`src/rtl/led_pwm_pkg.sv`:
```
// -----------------------------------------------------------------------------
// led_pwm_pkg
// Shared definitions for the memory-mapped LED PWM controller:
//   - word addresses of the control registers
//   - bus handshake FSM state encoding
// -----------------------------------------------------------------------------
package led_pwm_pkg;

    localparam logic [5:0] ADDR_ENABLE       = 6'd0;
    localparam logic [5:0] ADDR_BLINK_MASK   = 6'd1;
    localparam logic [5:0] ADDR_BLINK_PERIOD = 6'd2;
    localparam logic [5:0] ADDR_DUTY0        = 6'd3;

    typedef enum logic [1:0] {
        IDLE,
        ACK,
        RELEASE
    } bus_state_t;

endpackage

```
`src/rtl/led_pwm_channel.sv`:
```
// -----------------------------------------------------------------------------
// led_pwm_channel
// One LED channel: software-visible duty register, a shadow copy that is only
// refreshed at frame start, the phase comparator and the enable/blank gating.
// Ports:
//   clk, rst_n    clock, asynchronous active-low reset
//   write, wdata  duty register write strobe and value
//   frame_start   high in the cycle before phase wraps to 0
//   phase         shared PWM phase
//   enable        channel enable bit
//   blank         blink gating (1 = force dark)
//   duty          current duty register value (for readback)
//   lit           combinational LED state, registered by the top level
// -----------------------------------------------------------------------------
module led_pwm_channel #(
    parameter int PWM_BITS = 8
) (
    input  logic                clk,
    input  logic                rst_n,
    input  logic                write,
    input  logic [PWM_BITS-1:0] wdata,
    input  logic                frame_start,
    input  logic [PWM_BITS-1:0] phase,
    input  logic                enable,
    input  logic                blank,
    output logic [PWM_BITS-1:0] duty,
    output logic                lit
);

    logic [PWM_BITS-1:0] active;

    // The shadow takes the register value sampled before this edge, so a write
    // landing on the frame-start edge only shows up one frame later.
    always_ff @(posedge clk or negedge rst_n) begin
        if (!rst_n) begin
            duty   <= '1;
            active <= '1;
        end else begin
            if (write)
                duty <= wdata;
            if (frame_start)
                active <= duty;
        end
    end

    // All-ones is special-cased so that full brightness has no dark phase.
    always_comb begin
        lit = enable & ((active == '1) | (phase < active)) & ~blank;
    end

endmodule

```
`src/rtl/led_pwm.sv`:
```
// -----------------------------------------------------------------------------
// led_pwm
// Memory-mapped LED controller with per-channel PWM brightness and optional
// per-channel blink gating.
// Ports:
//   i_clock, i_reset_n     clock, asynchronous active-low reset
//   i_request, i_rw        bus request (held until o_ready), 1 = write
//   i_address, i_wdata     word address and write data
//   o_rdata, o_ready       read data and one-cycle acknowledge
//   LEDR                   registered LED drive, 1 = lit
// Configuration macro: LED_PWM_BLINK_EN enables the blink mask/period
// registers and blink counter; without it addresses 1 and 2 read as 0.
// -----------------------------------------------------------------------------
module led_pwm
    import led_pwm_pkg::*;
#(
    parameter int NUM_LEDS = 10,
    parameter int PWM_BITS = 8,
    parameter int PRESCALE = 64
) (
    input  logic                i_clock,
    input  logic                i_reset_n,
    input  logic                i_request,
    input  logic                i_rw,
    input  logic [5:0]          i_address,
    input  logic [31:0]         i_wdata,
    output logic [31:0]         o_rdata,
    output logic                o_ready,
    output logic [NUM_LEDS-1:0] LEDR
);

    localparam int PRE_W = (PRESCALE > 1) ? $clog2(PRESCALE) : 1;

    logic [PRE_W-1:0]    pre_cnt;
    logic [PWM_BITS-1:0] phase;
    logic                tick;
    logic                frame_start;

    bus_state_t          state;
    logic [5:0]          acc_addr;
    logic                acc_read;
    logic                wr_go;
    logic [31:0]         rd_word;

    logic [NUM_LEDS-1:0] enable;
    logic [NUM_LEDS-1:0] blank;
    logic [NUM_LEDS-1:0] lit;
    logic [PWM_BITS-1:0] duty [NUM_LEDS];

    // Only the low register-width bits of the write bus are meaningful.
    logic unused_wdata;
    assign unused_wdata = ^i_wdata;

    assign tick        = (pre_cnt == PRE_W'(PRESCALE - 1));
    assign frame_start = tick & (phase == '1);

    // Writes commit on the edge where the idle FSM accepts the request.
    assign wr_go = (state == IDLE) & i_request & i_rw;

    always_ff @(posedge i_clock or negedge i_reset_n) begin
        if (!i_reset_n) begin
            pre_cnt <= '0;
            phase   <= '0;
        end else begin
            pre_cnt <= tick ? '0 : pre_cnt + PRE_W'(1);
            if (tick)
                phase <= phase + PWM_BITS'(1);
        end
    end

    always_ff @(posedge i_clock or negedge i_reset_n) begin
        if (!i_reset_n)
            enable <= '0;
        else if (wr_go && i_address == ADDR_ENABLE)
            enable <= i_wdata[NUM_LEDS-1:0];
    end

`ifdef LED_PWM_BLINK_EN
    logic [NUM_LEDS-1:0] blink_mask;
    logic [15:0]         blink_period;
    logic [15:0]         frame_cnt;
    logic                blink_off;

    // A period write restarts the blink cycle in the lit half; period 0 freezes
    // the counter since blinking is disabled anyway.
    always_ff @(posedge i_clock or negedge i_reset_n) begin
        if (!i_reset_n) begin
            blink_mask   <= '0;
            blink_period <= '0;
            frame_cnt    <= '0;
            blink_off    <= 1'b0;
        end else begin
            if (wr_go && i_address == ADDR_BLINK_MASK)
                blink_mask <= i_wdata[NUM_LEDS-1:0];
            if (wr_go && i_address == ADDR_BLINK_PERIOD) begin
                blink_period <= i_wdata[15:0];
                frame_cnt    <= '0;
                blink_off    <= 1'b0;
            end else if (frame_start && blink_period != 16'd0) begin
                if (frame_cnt == blink_period - 16'd1) begin
                    frame_cnt <= '0;
                    blink_off <= ~blink_off;
                end else begin
                    frame_cnt <= frame_cnt + 16'd1;
                end
            end
        end
    end

    assign blank = blink_mask & {NUM_LEDS{blink_off & (blink_period != 16'd0)}};
`else
    assign blank = '0;
`endif

    for (genvar n = 0; n < NUM_LEDS; n++) begin : g_chan
        localparam logic [5:0] DUTY_ADDR = ADDR_DUTY0 + 6'(n);

        led_pwm_channel #(
            .PWM_BITS(PWM_BITS)
        ) u_chan (
            .clk        (i_clock),
            .rst_n      (i_reset_n),
            .write      (wr_go && i_address == DUTY_ADDR),
            .wdata      (i_wdata[PWM_BITS-1:0]),
            .frame_start(frame_start),
            .phase      (phase),
            .enable     (enable[n]),
            .blank      (blank[n]),
            .duty       (duty[n]),
            .lit        (lit[n])
        );
    end

    // Readback uses the address latched at accept time, so the data is stable
    // even if the master changes i_address while waiting for o_ready.
    always_comb begin
        rd_word = '0;
        if (acc_addr == ADDR_ENABLE)
            rd_word[NUM_LEDS-1:0] = enable;
`ifdef LED_PWM_BLINK_EN
        if (acc_addr == ADDR_BLINK_MASK)
            rd_word[NUM_LEDS-1:0] = blink_mask;
        if (acc_addr == ADDR_BLINK_PERIOD)
            rd_word[15:0] = blink_period;
`endif
        for (int n = 0; n < NUM_LEDS; n++) begin
            if (acc_addr == ADDR_DUTY0 + 6'(n))
                rd_word[PWM_BITS-1:0] = duty[n];
        end
    end

    // RELEASE holds off until the request drops, so a request left high
    // after its acknowledge is never taken a second time.
    always_ff @(posedge i_clock or negedge i_reset_n) begin
        if (!i_reset_n) begin
            state    <= IDLE;
            o_ready  <= 1'b0;
            o_rdata  <= '0;
            acc_addr <= '0;
            acc_read <= 1'b0;
        end else begin
            o_ready <= 1'b0;
            o_rdata <= '0;
            case (state)
                IDLE: begin
                    if (i_request) begin
                        acc_addr <= i_address;
                        acc_read <= ~i_rw;
                        state    <= ACK;
                    end
                end
                ACK: begin
                    o_ready <= 1'b1;
                    o_rdata <= acc_read ? rd_word : 32'd0;
                    state   <= RELEASE;
                end
                RELEASE: begin
                    if (!i_request)
                        state <= IDLE;
                end
                default: state <= IDLE;
            endcase
        end
    end

    always_ff @(posedge i_clock or negedge i_reset_n) begin
        if (!i_reset_n)
            LEDR <= '0;
        else
            LEDR <= lit;
    end

endmodule
```
`config.mk`:
```
export PLATFORM = sky130hd
export DESIGN_NAME = led_pwm
export DESIGN_NICKNAME = d
export VERILOG_FILES = /design/src/rtl/led_pwm_pkg.sv /design/src/rtl/led_pwm_channel.sv /design/src/rtl/led_pwm.sv
export SDC_FILE = /design/constraint.sdc
export NUM_CORES = 1
export LEC_CHECK = 0
export ABC_AREA = 1
export BUFFER_PORTS_ARGS = -buffer_cell sky130_fd_sc_hd__buf_4
export CAP_MARGIN = 10
export CELL_PAD_IN_SITES_DETAIL_PLACEMENT = 0
export CELL_PAD_IN_SITES_GLOBAL_PLACEMENT = 1
export CORE_MARGIN = 2
export CORE_UTILIZATION = 50
export DETAILED_ROUTE_END_ITERATION = 12
export PLACE_DENSITY = 0.87
export SYNTH_ARGS = -nofsm -noshare
export SYNTH_HDL_FRONTEND = slang
export SYNTH_SLANG_ARGS = --single-unit
```
`constraint.sdc`:
```
create_clock -name i_clock -period 3.8 [get_ports i_clock]
set_input_delay 0.38 -clock i_clock [delete_from_list [all_inputs] [get_ports i_clock]]
set_output_delay 0.38 -clock i_clock [all_outputs]
set_load 0.01 [all_outputs]
```
==> impl_metrics.ini, run 1 <==
[sta]
skew_ps = 19.9
fmax_mhz = 376
rsz0062_at_grt = false
setup-tns-final_ps = 0
period_needed_ps = 2660
period_share = 0.700
final_max_slew_viol_count = 0
fin_ws_ps = 1140
worst_pin_slew_ps = 1040
setup_violations = 0
hold_viol = 0
hold_slack_ps = 72.0
slew_headroom = 0.307

[logic_synthesis]
netlist_top_cells_count = nand2_1 (257), inv_1 (173), dfstp_2 (160), o21ai_0 (121), nor2_1 (97)
yosysTopAreaCell = dfstp_2
synth-main-ff-cell = dfstp_2
muxShareOfSynthArea = 0.00137
synth_area_leaders = dfstp_2 (38%), dfrtp_1 (12%), nand2_1 (8.8%), ha_1 (8.2%), inv_1 (5.9%)
ys_seq_area_frac = 0.508
synth.most_common_cell = nand2_1
synth_top_family_by_area = simple AND/OR/NAND/NOR gates
synthAdderAreaFrac = 0.0824
ys_async_sr_fraction = 1.00
synth_seq_cells = 214
synth_edf_count = 0
synthCells = 1252
synth_compound_area_frac = 0.128
synthSimpleGateAreaFrac = 0.176
yosysWarningCount = 0
syn_avg_cell_area_um2 = 8.74
netlist_area_um2 = 10900
yosys.cell_types.count = 34
synth_xor_area_frac = 0.00721
synth_top_area_share = 0.384

[worst_setup_path]
critical_path_class = reg2reg
critPathMaxFanout = 96
cp-end-kind = flip-flop
crit_top_cell = nor2_1
cp-start-kind = flip-flop
crit_arrival_ps = 3100
cpMaxStageDelayCell = dfrtp_1
cp.buffers_inverters = 1
cp.required_ps = 4240
critical_path.top_delay_family = simple AND/OR/NAND/NOR gates
cp_slowest_stage_delay_ps = 600
worstPathCellList = ha_1 > nand2_1 > nor2_1 > nand4_4 > nor2_2 > nand2_4 > buf_12 > nor2_1 > a21oi_1

[die]
ioPinCount = 85
start_util = 0.506
chipWidth_um = 152
core_um2 = 21600
num_rows = 54
dieArea_um2 = 23100
die_y_um = 152

[global_route]
grt_pass1_wl_um = 44000
grt_pass1_vias = 7751
met1_usage = 0.383
gr-total-overflow = 0
use_met2 = 0.358
grt_use_met3 = 0.0245
antenna_found_initial = 0
grt.busiest_layer = met1
grt_max_degree = 101
track_usage = 0.242

[placed_design]
place_congestion = 0.921
place_ws_ps = 1160
numPortBuffers = 40
dp_cells = 1539
placed_area_um2 = 11400
dp_hpwl_um = 19000

[clocking]
cts_num_sinks = 214
clk_pin_slew_worst_paths_ps = 60
htree_levels = 1
clockRootBuffer = clkbuf_16
cts-buffers-inserted = 24
cts.hold.buffers_added = 1
cts_tree = built
clk_path_buf_depth = 3
insertion_delay_ps = 530
postCtsResizedCells = 0
postCtsSetupRepairBufs = 0

[pwr]
fin_total_pwr_mw = 5.57
ir_drop_v = 0.000305
p_per_area_nw_per_um2 = 457
static-leakage-power_nw = 5.22

[finish]
final_core_util = 0.564
drive_gt1_frac = 0.206
fin_area_um2 = 12200
instances_no_fill = 1583
area_delta_synth_final_pct = 11.4
num_antenna_cells = 0
nets = 1400

[outcome]
status = finished, final reports clean

[detailed_routing]
wl_per_cell_um = 17.4
drt-vias-per-instance = 5.26
detail_route.iter0.violations = 652
postRouteAntennaNets = 0
wirelength_um = 27600
drt-pass1-iter-count = 5
vias = 8330
drc = 0

[hold_path]
hold_class = in2reg

[flow_run]
max_cap_violations = 0
[worst reg2reg max path: stages, from the launching register on]
cell and delay, ps:
dfrtp_1 600, ha_1 240, nand2_1 70, nor2_1 180
nand4_4 130, nor2_2 140, nand2_4 530, buf_12 470
nor2_1 160, a21oi_1 50
[sequential cells by signal, indices dropped and copies added (netlist names)]
register and flops:
o_rdata 10, acc_addr 6, acc_read 1, enable 10, state 2, phase 8
LEDR 10, g_chan.u_chan.duty 80, g_chan.u_chan.active 80, pre_cnt 6, o_ready 1
[final timing paths]
kind | startpoint | to | slack (ps) | cells past startpoint
setup / recovery | phase[0]$_DFFE_PN0P_ | g_chan[2].u_chan.active[3]$_DFFE_PN1P_ | 1140 | 9
setup reg to reg | phase[0]$_DFFE_PN0P_ | g_chan[2].u_chan.active[3]$_DFFE_PN1P_ | 1140 | 9
min in group asynchronous | i_reset_n | LEDR[2]$_DFF_PN0_ | 460 | 2
hold reg to reg | pre_cnt[0]$_DFF_PN0_ | pre_cnt[0]$_DFF_PN0_ | 460 | 1
max in group asynchronous | i_reset_n | g_chan[0].u_chan.active[0]$_DFFE_PN1P_ | 2160 | 3
hold / removal | i_address[4] | acc_addr[4]$_DFFE_PN0P_ | 70 | 3
[placed cells by master, fill, tap and decap left out, drive strengths merged, types with 2 or more instances in the layout]
cell type,netlist,final
a21boi,7,7
ha,72,72
nor3,10,10
clkbuf,24,32
dfstp,160,160
nand3,28,28
nor2,104,104
conb,1,22
nand2,258,258
clkinv,0,8
nor4,15,15
inv,174,175
dfrtp,54,54
or4,2,2
o21ai,147,147
a21oi,101,101
xor2,8,8
buf,40,49
nand4,33,33
bufinv,0,3
o211ai,10,10
[cell type report]
class	instances	area (µm²)
clock buffers	31	657
clock inverters	12	151
fillers	1968	9430
inverters	174	653
multi-input cells	821	4410
flip-flops and latches	214	5560
well taps	280	350
repair buffers	51	417
[layer usage]
layer	vias to the layer above	wire length, µm
met2	258	11900
met5	-	0
met1	3922	13400
met4	0	542
met3	40	1720
li1	4110	-
[where the power goes]
part | switching [mW] | internal (mW)
logic | 0.437 | 0.161
clock network | 0.941 | 1.43
registers | 0.123 | 2.48
[kinds of logic (layout without fill, tap and decap cells)]
family                   count (synthesis)  after routing
AND/OR/NAND/NOR                        451            451
flip-flops                             214            214
adder cells (fa/ha/maj)                 72             72
AO/OA/AOI/OAI                          266            266
buffers and inverters                  238            268
multiplexers                             1              1
other                                    1             22
XOR/XNOR                                 9              9
No activity file was read; power rests on OpenSTA's default activity.
==> inputs of run 2 (changes only) <==
CORE_UTILIZATION = 46   (was 50)
PLACE_DENSITY = 0.81   (was 0.87)
clock period = 2.7 ns   (was 3.8 ns; I/O delays follow)
==> run 2 against run 1 <==
Net effect:
- critical path type is now in2reg
- clock skew decreased by 5.9 ps
- worst setup slack got worse by 570 ps
- combinational power increased by 55%
==> impl_metrics.ini, run 2 (synthesis results as in run 1) <==
[outcome]
status = finished, final reports clean

[die]
start_util = 0.467
chipWidth_um = 158
die_y_um = 158
num_rows = 56
ioPinCount = 85
dieArea_um2 = 25000
core_um2 = 23400

[finish]
drive_gt1_frac = 0.212
fill_cells = 2209
nets = 1424
fin_area_um2 = 12500
top_regs = g_chan.u_chan.active: 80 flops, g_chan.u_chan.duty: 80 flops
final_cell_mix = nand2_1 (257), inv_1 (173), dfstp_2 (160), o21ai_0 (121), nor2_1 (97)
final_common_cell = nand2_1
instances_no_fill = 1647
num_antenna_cells = 0
seqCellArea_um2 = 5560
area_delta_synth_final_pct = 14.3
multi_input_area_um2 = 4410

[worst_setup_path]
reg2reg_to = g_chan[9].u_chan.duty[6]$_DFFE_PN1P_
r2r-start = state[0]$_DFFE_PN0P_
cp-start-kind = input pin
critical_path.top_delay_family = simple AND/OR/NAND/NOR gates
cp.buffers_inverters = 2
crit_arrival_ps = 2540
critPathMaxFanout = 16
cp-end-kind = flip-flop
worstPathCellList = dlygate4sd3_1 > buf_4 > nor2_1 > nand3_1 > nor2_1 > nand3_1 > o21ai_0
reg2reg_setup_slack_ps = 600
cp_slowest_stage_delay_ps = 530
setup.worst_path.start = i_address[5]
critical_path_class = in2reg
cpMaxStageDelayCell = dlygate4sd3_1
rr_worst_depth = 8
cp.required_ps = 3110

[pwr]
static-leakage-power_nw = 5.36
fin_total_pwr_mw = 7.98
ir_drop_v = 0.000396
p_per_area_nw_per_um2 = 638

[sta]
fin_ws_ps = 573
rsz0062_at_grt = false
fmax_mhz = 470
period_needed_ps = 2130
worst_pin_slew_ps = 689
setup_violations = 0
slew_headroom = 0.540
final_max_slew_viol_count = 0
hold_viol = 0
period_share = 0.788
setup-tns-final_ps = 0
skew_ps = 14.0

[clocking]
cts.hold.buffers_added = 8
clockRootBuffer = clkbuf_16
insertion_delay_ps = 520
cts_num_sinks = 214
cts_tree = built
postCtsSetupRepairBufs = 0
clk_path_buf_depth = 3
postCtsResizedCells = 0
cts-buffers-inserted = 24
clk_pin_slew_worst_paths_ps = 60
htree_levels = 1

[placed_design]
place_ws_ps = 638
numPortBuffers = 40
dp_hpwl_um = 19900
dp_cells = 1595
place_congestion = 0.832
placed_area_um2 = 11600

[global_route]
grt_pass1_vias = 7955
antenna_found_initial = 0
grt_max_degree = 94
gr-total-overflow = 0
grt_pass1_wl_um = 44600
track_usage = 0.236

[detailed_routing]
drt-vias-per-instance = 5.06
drt-pass1-iter-count = 5
postRouteAntennaNets = 0
vias = 8338
drc = 0
wirelength_um = 28200
detail_route.iter0.violations = 513
wl_per_cell_um = 17.1

[hold_path]
hold_end = enable[8]$_DFFE_PN0P_
hp-start = i_wdata[8]
hold_class = in2reg
holdPathStages = 3

[flow_run]
max_cap_violations = 0
[run 2: cell types whose count changed in the layout (fill, tap and decap cells not counted), moves of 3 or more]
| cell | delta |
|---|---|
| clkbuf_16 | +3 |
| clkinv_2 | -3 |
| clkbuf_1 | +4 |
| buf_4 | +14 |
| buf_12 | +3 |
| dlygate4sd3_1 | +7 |
[run 2: worst register-to-register path, cell delays in order (launching register included)]
cell	delay (ps)
dfrtp_1	350
inv_1	90
nand2_1	70
nor2_2	70
buf_4	180
nand2_1	120
nor2_1	250
nand3_1	510
o21ai_0	380
[run 2: routing by layer]
layer	up-vias	part of all wire	global-route usage
met5	-	0	0
met4	0	0.017	0.0523
met3	38	0.052	0.0296
met2	208	0.43	0.360
met1	3927	0.50	0.358
li1	4165	-	-
[run 2: power by group]
group          total, mW  internal (mW)  switching [mW]
registers           3.65           3.49           0.165
logic              0.925          0.286           0.639
clock network       3.40           2.11            1.29
[run 2: stage by stage]
| step | hold WS [ps] | utilization |
|---|---|---|
| floorplan | -25.6 | - |
| global placement | 269 | 0.495 |
| detailed placement | 270 | 0.495 |
| CTS | 1.22 | 0.534 |
| global route | 51.4 | 0.534 |
| finish | 14.4 | 0.534 |
[run 2: worst max path at each step]
| stage | slack, ps | to | depth (start not counted) |
|---|---|---|---|
| after floorplan | 880 | g_chan[3].u_chan.active[0]$_DFFE_PN1P_ | 8 |
| after global placement | 660 | g_chan[3].u_chan.active[0]$_DFFE_PN1P_ | 8 |
| after detailed placement | 640 | g_chan[3].u_chan.active[0]$_DFFE_PN1P_ | 8 |
| after CTS | 610 | g_chan[9].u_chan.duty[6]$_DFFE_PN1P_ | 7 |
| after global routing | 310 | g_chan[9].u_chan.duty[5]$_DFFE_PN1P_ | 7 |
| final | 570 | g_chan[9].u_chan.duty[6]$_DFFE_PN1P_ | 7 |
[run 2: final cells by class]
type | count | area share
Timing Repair Buffer | 75 | 0.0521
Tap cell | 319 | 0.0319
Clock buffer | 39 | 0.0609
Clock inverter | 5 | 0.00601
Inverter | 174 | 0.0522
Multi-Input combinational cell | 821 | 0.352
Sequential cell | 214 | 0.444
